`config.mk`:
```
export PLATFORM = sky130hd
export DESIGN_NAME = imem_arbiter
export DESIGN_NICKNAME = d
export VERILOG_FILES = /design/src/rtl/imem_pkg.sv /design/src/rtl/imem_rr_arb.sv /design/src/rtl/imem_arbiter.sv
export SDC_FILE = /design/constraint.sdc
export NUM_CORES = 1
export LEC_CHECK = 0
export CORE_UTILIZATION = 27
export CTS_CLUSTER_DIAMETER = 150
export DETAILED_ROUTE_END_ITERATION = 6
export HOLD_SLACK_MARGIN = 0.02
export PLACE_DENSITY = 0.88
export SLEW_MARGIN = 5
export SYNTH_ARGS = -nofsm -noshare
export SYNTH_HDL_FRONTEND = slang
export SYNTH_SLANG_ARGS = --single-unit
```
`constraint.sdc`:
```
create_clock -name clk -period 2.9 [get_ports clk]
set_clock_uncertainty 0.1 [all_clocks]
set_input_delay 0.435 -clock clk [delete_from_list [all_inputs] [get_ports clk]]
set_output_delay 0.435 -clock clk [all_outputs]
set_load 0.005 [all_outputs]
```
`src/rtl/imem_pkg.sv`:
```
// -----------------------------------------------------------------------------
// imem_pkg -- shared types and constants for the instruction-memory arbiter.
//
// Contents:
//   state_e                      controller states (S_INIT, S_PRELOAD, S_IDLE)
//   IMEM_AW / IMEM_DW / IMEM_DEPTH   default address width, data width, depth
//   NUM_REQ, REQ_LD, REQ_IF      requester count and grant-vector indices
//   in_range()                   address-within-implemented-depth helper
//
// Build option: IMEM_ARB_RR_EN (see imem_rr_arb) selects round-robin arbitration.
// -----------------------------------------------------------------------------
package imem_pkg;

  localparam int IMEM_AW    = 16;
  localparam int IMEM_DW    = 32;
  localparam int IMEM_DEPTH = 256;

  // Requester indices into the two-bit grant vector.
  localparam int NUM_REQ = 2;
  localparam int REQ_LD  = 0;
  localparam int REQ_IF  = 1;

  typedef enum logic [1:0] {
    S_INIT    = 2'd0,
    S_PRELOAD = 2'd1,
    S_IDLE    = 2'd2
  } state_e;

  // Addresses at or above the implemented depth have no backing word.
  function automatic logic in_range(input logic [31:0] addr, input int unsigned depth);
    return (addr < depth);
  endfunction

endpackage

```
`src/rtl/imem_rr_arb.sv`:
```
// -----------------------------------------------------------------------------
// imem_rr_arb -- two-way arbiter between the program loader and the fetch port.
//
// Build option IMEM_ARB_RR_EN:
//   undefined : fixed priority, the loader always wins a conflict; purely
//               combinational, no clock or reset ports.
//   defined   : a 1-bit last-winner register alternates priority on conflict.
//               It resets to "fetch last", so the loader wins the first
//               conflict. Every issued grant updates it.
//
// Ports:
//   clk, reset   (IMEM_ARB_RR_EN only) clock and async active-low reset
//   en           arbitration enabled (controller idle)
//   ld_req       loader request
//   if_req       fetch request
//   gnt          one-hot-or-zero grant vector, indexed by REQ_LD / REQ_IF
// -----------------------------------------------------------------------------
module imem_rr_arb
  import imem_pkg::*;
(
`ifdef IMEM_ARB_RR_EN
  input  logic               clk,
  input  logic               reset,
`endif
  input  logic               en,
  input  logic               ld_req,
  input  logic               if_req,
  output logic [NUM_REQ-1:0] gnt
);

  logic ld_win;

`ifdef IMEM_ARB_RR_EN
  logic last_q;
  logic last_d;

  always_comb begin
    // Loader wins when uncontested, or on conflict when fetch won last time.
    ld_win          = ld_req & (~if_req | (last_q == 1'(REQ_IF)));
    gnt             = '0;
    gnt[REQ_LD]     = en & ld_win;
    gnt[REQ_IF]     = en & if_req & ~ld_win;
    last_d          = last_q;
    if (gnt[REQ_LD]) begin
      last_d = 1'(REQ_LD);
    end else if (gnt[REQ_IF]) begin
      last_d = 1'(REQ_IF);
    end
  end

  always_ff @(posedge clk or negedge reset) begin
    if (!reset) begin
      last_q <= 1'(REQ_IF);
    end else begin
      last_q <= last_d;
    end
  end
`else
  always_comb begin
    ld_win      = ld_req;
    gnt         = '0;
    gnt[REQ_LD] = en & ld_win;
    gnt[REQ_IF] = en & if_req & ~ld_win;
  end
`endif

endmodule

```
`src/rtl/imem_arbiter.sv`:
```
// -----------------------------------------------------------------------------
// imem_arbiter -- sequencer and port arbiter in front of a synchronous
// instruction memory. After every reset it pulses mem_reset for one cycle so
// the memory reloads its program image, then arbitrates loader writes against
// fetch reads (one grant per cycle) and returns fetch data one cycle later.
//
// Build option IMEM_ARB_RR_EN: round-robin instead of fixed loader priority
// (implemented in imem_rr_arb).
//
// Parameters: AW address width, DW data width, DEPTH implemented words.
//
// Ports:
//   clk, reset                      clock, asynchronous active-low reset
//   ld_req/ld_addr/ld_data/ld_gnt   loader write port
//   if_req/if_addr/if_gnt           fetch request port
//   if_valid/if_data/if_err         fetch return (one cycle after if_gnt)
//   mem_write/mem_addr/mem_datain   memory command
//   mem_dataout                     registered memory read data
//   mem_reset                       one-cycle program preload pulse
//   busy                            controller not yet idle
// -----------------------------------------------------------------------------
module imem_arbiter
  import imem_pkg::*;
#(
  parameter int AW    = IMEM_AW,
  parameter int DW    = IMEM_DW,
  parameter int DEPTH = IMEM_DEPTH
) (
  input  logic          clk,
  input  logic          reset,
  input  logic          ld_req,
  input  logic [AW-1:0] ld_addr,
  input  logic [DW-1:0] ld_data,
  output logic          ld_gnt,
  input  logic          if_req,
  input  logic [AW-1:0] if_addr,
  output logic          if_gnt,
  output logic          if_valid,
  output logic [DW-1:0] if_data,
  output logic          if_err,
  output logic          mem_write,
  output logic [AW-1:0] mem_addr,
  output logic [DW-1:0] mem_datain,
  input  logic [DW-1:0] mem_dataout,
  output logic          mem_reset,
  output logic          busy
);

  state_e        state_q, state_d;
  logic          mem_reset_q, mem_reset_d;
  logic [AW-1:0] mem_addr_q, mem_addr_d;
  logic          rd_pend_q, rd_pend_d;
  logic          rd_err_q, rd_err_d;

  logic [NUM_REQ-1:0] gnt;
  logic               arb_en;
  logic               ld_in_range;
  logic               if_in_range;

  // ---------------------------------------------------------------------------
  // Sequencer: INIT -> PRELOAD -> IDLE after every reset release.
  // ---------------------------------------------------------------------------
  always_comb begin
    state_d = state_q;
    unique case (state_q)
      S_INIT:    state_d = S_PRELOAD;
      S_PRELOAD: state_d = S_IDLE;
      S_IDLE:    state_d = S_IDLE;
      default:   state_d = S_INIT;
    endcase
    // Registered so the pulse lines up exactly with the PRELOAD state.
    mem_reset_d = (state_d == S_PRELOAD);
  end

  always_ff @(posedge clk or negedge reset) begin
    if (!reset) begin
      state_q     <= S_INIT;
      mem_reset_q <= 1'b0;
    end else begin
      state_q     <= state_d;
      mem_reset_q <= mem_reset_d;
    end
  end

  // ---------------------------------------------------------------------------
  // Arbitration (grants are combinational from requests and state).
  // ---------------------------------------------------------------------------
  assign arb_en = (state_q == S_IDLE);

  imem_rr_arb u_arb (
`ifdef IMEM_ARB_RR_EN
    .clk    (clk),
    .reset  (reset),
`endif
    .en     (arb_en),
    .ld_req (ld_req),
    .if_req (if_req),
    .gnt    (gnt)
  );

  assign ld_gnt = gnt[REQ_LD];
  assign if_gnt = gnt[REQ_IF];

  assign ld_in_range = in_range(32'(ld_addr), DEPTH);
  assign if_in_range = in_range(32'(if_addr), DEPTH);

  // ---------------------------------------------------------------------------
  // Memory command. Out-of-range loader writes are granted (so the loader
  // moves on) but never reach the memory.
  // ---------------------------------------------------------------------------
  always_comb begin
    mem_write  = ld_gnt & ld_in_range;
    mem_datain = ld_gnt ? ld_data : '0;
    mem_addr_d = mem_addr_q;
    if (ld_gnt) begin
      mem_addr_d = ld_addr;
    end else if (if_gnt) begin
      mem_addr_d = if_addr;
    end
    mem_addr = mem_addr_d;
  end

  // ---------------------------------------------------------------------------
  // Fetch return pipeline: one stage, matching the memory's registered read.
  // The error flag is captured with the grant so the return cycle does not
  // depend on the (possibly changed) request address.
  // ---------------------------------------------------------------------------
  always_comb begin
    rd_pend_d = if_gnt;
    rd_err_d  = if_gnt & ~if_in_range;
  end

  always_ff @(posedge clk or negedge reset) begin
    if (!reset) begin
      mem_addr_q <= '0;
      rd_pend_q  <= 1'b0;
      rd_err_q   <= 1'b0;
    end else begin
      mem_addr_q <= mem_addr_d;
      rd_pend_q  <= rd_pend_d;
      rd_err_q   <= rd_err_d;
    end
  end

  assign if_valid  = rd_pend_q;
  assign if_err    = rd_pend_q & rd_err_q;
  assign if_data   = (rd_pend_q & ~rd_err_q) ? mem_dataout : '0;
  assign mem_reset = mem_reset_q;
  // Gated by reset so busy reads 0 while reset is held, even though the
  // state register sits in S_INIT then.
  assign busy      = reset & (state_q != S_IDLE);

endmodule

```
; ---- Word-level counts from Yosys, hierarchy flattened
; Index checks and enable logic that the tools add are counted.
[classes]
add_sub_neg = 0
n_mul = 0
n_div = 0
order_cmp = 2
eq_ne = 4
n_shift = 0
muxes = 5
n_bitwise = 11
reduce_logical = 2
[op_table]
columns = cell, n
row1 = 2-to-1 mux 32 bit, 2
row2 = < comparator 16 x 9 -> 1 bit (second input constant), 2
row3 = 2-to-1 mux 16 bit, 2
row4 = AND 1 bit, 8
row5 = == test 2 x 1 -> 1 bit (second input constant), 2
row6 = case mux 2 bit (2 select lines), 1
row7 = NOT 1 bit, 3
row8 = == test 2 bit (second input constant), 1
row9 = zero test 2 bit, 1
row10 = != test 2 bit (second input constant), 1
row11 = OR reduction 2 bit, 1
[totals]
reg_bits = 21
latch_bits = 0
ramBits = 0
mem_bits_ro = 0
in_bits = 100
out_inout_bits = 87
word_cells = 29
n_memories = 0

; ---- Depth between registers and ports, before layout
[logic_depth]
word_depth = 5
ltp_mapped = 6
depth_no_buf = 6

; ---- Hierarchy
; Synthesis repeated with hierarchy kept, for this count alone.
[unflattened]
cells_unflattened = 158
hier_area_um2 = 1380.1
[modules_own_cells]
columns = module, instances, cells_per_inst, area_each_um2, seq_area_each_um2
row1 = imem_arbiter, 1, 156, 1363.8, 500.5
row2 = imem_rr_arb, 1, 2, 16.3, 0.0

; ---- Worst setup path before layout
; No wires, ideal clock.
[synth_path]
kind = register to output
start = reg state_q[0]
end = out mem_addr[10]
arrival_time_ps = 1176
t_required_ps = 2365
path_slack_ps = 1189
path_stages_with_launch = 7
path_buffers = 1
cell_sequence = dfrtp_1 > inv_1 > ha_1 > o21a_4 > buf_6 > nor2_1 > a21oi_1
[synth_via]
elab_chain_cells = 5
elab_cells_between_ends = 6
cone_classes = 1 x eq/ne / 2 x mux / 3 x bitwise
[synth_lines]
columns = item, line_no
row1 = start: declaration, imem_arbiter.sv:49  ; state_e state_q, state_d;
row2 = start signal: assignment, imem_arbiter.sv:80  ; state_q <= state_d;
row3 = == test 2 bit (*), imem_arbiter.sv:88  ; assign arb_en = (state_q == S_IDLE);
row4 = AND 1 bit (2 in a row), imem_rr_arb.sv:63  ; gnt[REQ_IF] = en & if_req & ~ld_win;
row5 = 2-to-1 mux 16 bit, imem_arbiter.sv:117  ; end else if (if_gnt) begin
row6 = 2-to-1 mux 16 bit (*), imem_arbiter.sv:115  ; if (ld_gnt) begin
row7 = end: declaration, imem_arbiter.sv:42  ; output logic [AW-1:0] mem_addr,
; Mark *: on every way between the ends. The rest lies on a longest branch, timed or not.

; ---- Worst setup path in the final report
[layout_path]
start = reg state_q[0]
end = out mem_datain[9]
[layout_via]
elab_chain_cells = 3
[layout_lines]
columns = item, line_no
row1 = == test 2 bit, imem_arbiter.sv:88
row2 = AND 1 bit, imem_rr_arb.sv:62  ; gnt[REQ_LD] = en & ld_win;
row3 = 2-to-1 mux 32 bit, imem_arbiter.sv:113  ; mem_datain = ld_gnt ? ld_data : '0;
row4 = end: declaration, imem_arbiter.sv:43  ; output logic [DW-1:0] mem_datain,
; Every way passes these cells.

==> run_results.csv <==
group,metric,value,unit
place,preCtsSetupSlack,0.2192,ns
timing,rsz0062_at_grt,"no",
logic_synthesis,ys_seq_elements,20,
final_layout,multi_input_area,765.7,sq um
worst_setup_path,crit_chain,"inv_1, ha_1, buf_4, and3_1, clkdlybuf4s50_1",
global_routing,grt_pass1_wl,9087,microns
pwr,power_density,287.2,mW/mm^2
timing,max_freq,0.3635,GHz
worst_setup_path,start_kind,"register",
logic_synthesis,synthAdderAreaFrac,1.837,%
place,portBuffers,186,
die,io_pins,187,
die,start_util,28.47,%
timing,setup_slack,0.1488,ns
final_layout,fin_cells,415,
worst_setup_path,critical_path_arrival,2.22,ns
worst_setup_path,cp_top_family,"buffers and inverters",
global_routing,overflow,0,
route,drt_wl_total,6052,microns
clocking,clkTransAtPathRegs,0.08,ns
route,drc_errors,0,
min_path,holdCritPathClass,"reg -> reg",
final_layout,layout-drive-gt1-share,3.448,%
die,fp-row-count,25,
route,drtPass1Iterations,4,
timing,maxSlewViolCount,0,
logic_synthesis,yosysTopAreaCell,"dfrtp_1",
route,vias,1957,
worst_setup_path,max_stage_delay,0.52,ns
pwr,p_sw_share,22.26,%
logic_synthesis,syn_area_per_cell,8.110,sq um
worst_setup_path,worst_path_max_delay_cell,"clkdlybuf4s50_1",
logic_synthesis,ys_warn_count,0,
pwr,p_clk_share,29.0,%
route,drt-initial-drc-count,77,
timing,setup-tns-final,0,ns
timing,relSlewSlack,57.63,%
die,die_y,73.04,microns
pwr,p_seq_share,32.2,%
worst_setup_path,endpoint_kind,"output pin",
final_layout,antenna_cells,0,
pwr,p_leak,1.386,nW
global_routing,grt_pass1_vias,1846,
logic_synthesis,yosysSeqAreaShare,36.73,%
timing,timing.hold.ws,0.4600,ns
logic_synthesis,synth.distinct_cells,22,
final_layout,regArea,500.5,sq um
timing,report.final.hold_viol_count,0,
place,gp_congestion,0.8603,
clocking,h-tree-depth,1,
global_routing,antenna_found_initial,0,
pwr,pwr-share-comb,38.8,%
global_routing,grt_max_degree,39,
die,core,0.004786,sq mm
run_status,outcome,"complete, no violations",
clocking,clk_path_buf_depth,2,
worst_setup_path,cp_max_fo,38,
route,ant_nets,0,
worst_setup_path,worst-path-buf-inv,3,
timing,finalSetupViolCount,0,
logic_synthesis,synth.area.mux_share,0,%
die,die_w,73.04,microns
clocking,numCtsBuffers,3,
final_layout,syn_to_final_growth,144.8,%
clocking,cts_sinks,20,
clocking,cts-resized-gates,0,
global_routing,grt.total_usage,22.12,%
place,dp_hpwl,5016,microns
logic_synthesis,synthCells,168,
final_layout,nFillCells,385,
timing,period_share,94.87,%
clocking,postCtsHoldBufs,0,
timing,tightest_slew,0.6355,ns
worst_setup_path,worstPathRequired,2.37,ns
logic_synthesis,synth-simple-area-share,38.57,%
worst_setup_path,criticalPathCategory,"reg -> out",
final_layout,finalNetCount,451,
clocking,clock-root-buffer,"clkbuf_8",
route,wl_per_cell,14.58,microns
logic_synthesis,netlist_area,0.001363,sq mm
pwr,switchingPower,0.0002132,W
route,via_per_inst,4.716,
place,place_inst,411,
run,maxCapViolations,0,
logic_synthesis,synth-compound-area-share,15.79,%
pwr,p_int,0.0007447,W
pwr,power,0.0009579,W
die,fp.dieArea,0.005335,sq mm
clocking,clock_latency,0.26,ns
logic_synthesis,synth_xor_area_share,0,%
clocking,cts_tree,"built",
logic_synthesis,synth_top_area_share,36.73,%
clocking,post_cts_buffers,0,
logic_synthesis,synth_top_family_by_area,"simple AND/OR/NAND/NOR gates",
timing,period_needed,2.751,ns
logic_synthesis,ys_top_cells_by_area,"dfrtp_1, and2_1, and3_1",
pwr,ir_drop,0.2808,mV
logic_synthesis,synth_fp_nets,270,
-- area by class of cell --
| type | count | area share [%] |
|---|---|---|
| Multi-Input combinational cell | 129 | 22.96 |
| Clock inverter | 1 | 0.9002 |
| Inverter | 4 | 0.4501 |
| Sequential cell | 20 | 15.00 |
| Clock buffer | 3 | 1.238 |
| Timing Repair Buffer | 191 | 56.94 |
| Tap cell | 67 | 2.513 |
-- placed cells by master, fill, tap and decap left out --
| cell type | count |
|---|---|
| clkdlybuf4s50_1 | 186 |
| and2_1 | 33 |
| and3_1 | 32 |
| dfrtp_1 | 20 |
| o22ai_1 | 18 |
| a21oi_1 | 16 |
| nor2_1 | 16 |
| buf_4 | 5 |
| inv_1 | 3 |
| nor4_1 | 3 |
| clkbuf_8 | 3 |
| nand2_1 | 2 |
| ha_1 | 2 |
| inv_2 | 1 |
| nand2b_2 | 1 |
| o21a_4 | 1 |
| and2b_1 | 1 |
| nand3_1 | 1 |
| nor3_1 | 1 |
| a211oi_1 | 1 |
| nor2b_1 | 1 |
| bufinv_16 | 1 |
-- state kept, by name (all words and copies together) (netlist names) --
register    cells
rd_err_q        1
if_valid        1
state_q         2
mem_addr_q     16
-- power groups by stage --
stage	Clock, W	Combinational (W)	Sequential (W)
after global routing	0.000298	0.000398	0.000311
after floorplan	0	0.0000958	0.000312
after global placement	0	0.000367	0.000313
after CTS	0.000284	0.000373	0.000309
final	0.000278	0.000371	0.000309
after detailed placement	0	0.000371	0.000314
-- cell usage after synthesis (all sizes together) --
library cell / n
dfrtp: 20
a21oi: 16
buf: 6
nor4: 3
nand2: 2
a211oi: 1
nor2b: 1
ha: 2
and2b: 1
nand3: 1
nand2b: 1
o22ai: 18
clkbuf: 9
and2: 33
o21a: 1
nor3: 1
and3: 32
inv: 4
nor2: 16
-- final timing paths --
path                                    startpoint                 endpoint  slack [ns]  cells after the start
max                           state_q[0]$_DFF_PN0_            mem_datain[9]        0.15                      5
min                        mem_addr_q[7]$_DFF_PN0_  mem_addr_q[7]$_DFF_PN0_        0.46                      2
max reg2reg                   state_q[0]$_DFF_PN0_  mem_addr_q[0]$_DFF_PN0_        1.29                      4
min reg2reg                mem_addr_q[7]$_DFF_PN0_  mem_addr_q[7]$_DFF_PN0_        0.46                      2
max in group asynchronous                    reset       rd_err_q$_DFF_PN0_        1.97                      2
min in group asynchronous                    reset     state_q[1]$_DFF_PN0_        0.51                      2
-- metal layers --
metal / global-route usage, % / vias to the layer above / share of wire (%)
met2: 40.12 / 113 / 50
met1: 24.57 / 878 / 37
met3: 7.459 / 18 / 10
li1: - / 948 / -
met5: 0 / - / 0
met4: 5.664 / 0 / 2.1
-- worst reg2reg max path: cells and delay by family, from the launching register on --
family          cells  cell delay [ns]
compound gates      1             0.16
fa+ha+maj           1             0.38
buf+inv             2             0.45
flops               1             0.38
-- kinds of logic after synthesis --
kind of cell             count (synthesis)
AO/OA/AOI/OAI                           36
AND/OR/NAND/NOR                         91
buffers and inverters                   19
adder cells (fa/ha/maj)                  2
flip-flops                              20
-- metrics by stage --
step | instance area (sq um) | utilization (%)
6_report | 3336 | 69.70
5_1_grt | 3336 | 69.70
4_1_cts | 3336 | 69.70
3_5_place_dp | 3264 | 68.21
3_3_place_gp | 3264 | 68.21
2_1_floorplan | 1363 | -
No activity file was read; power rests on OpenSTA's default activity.
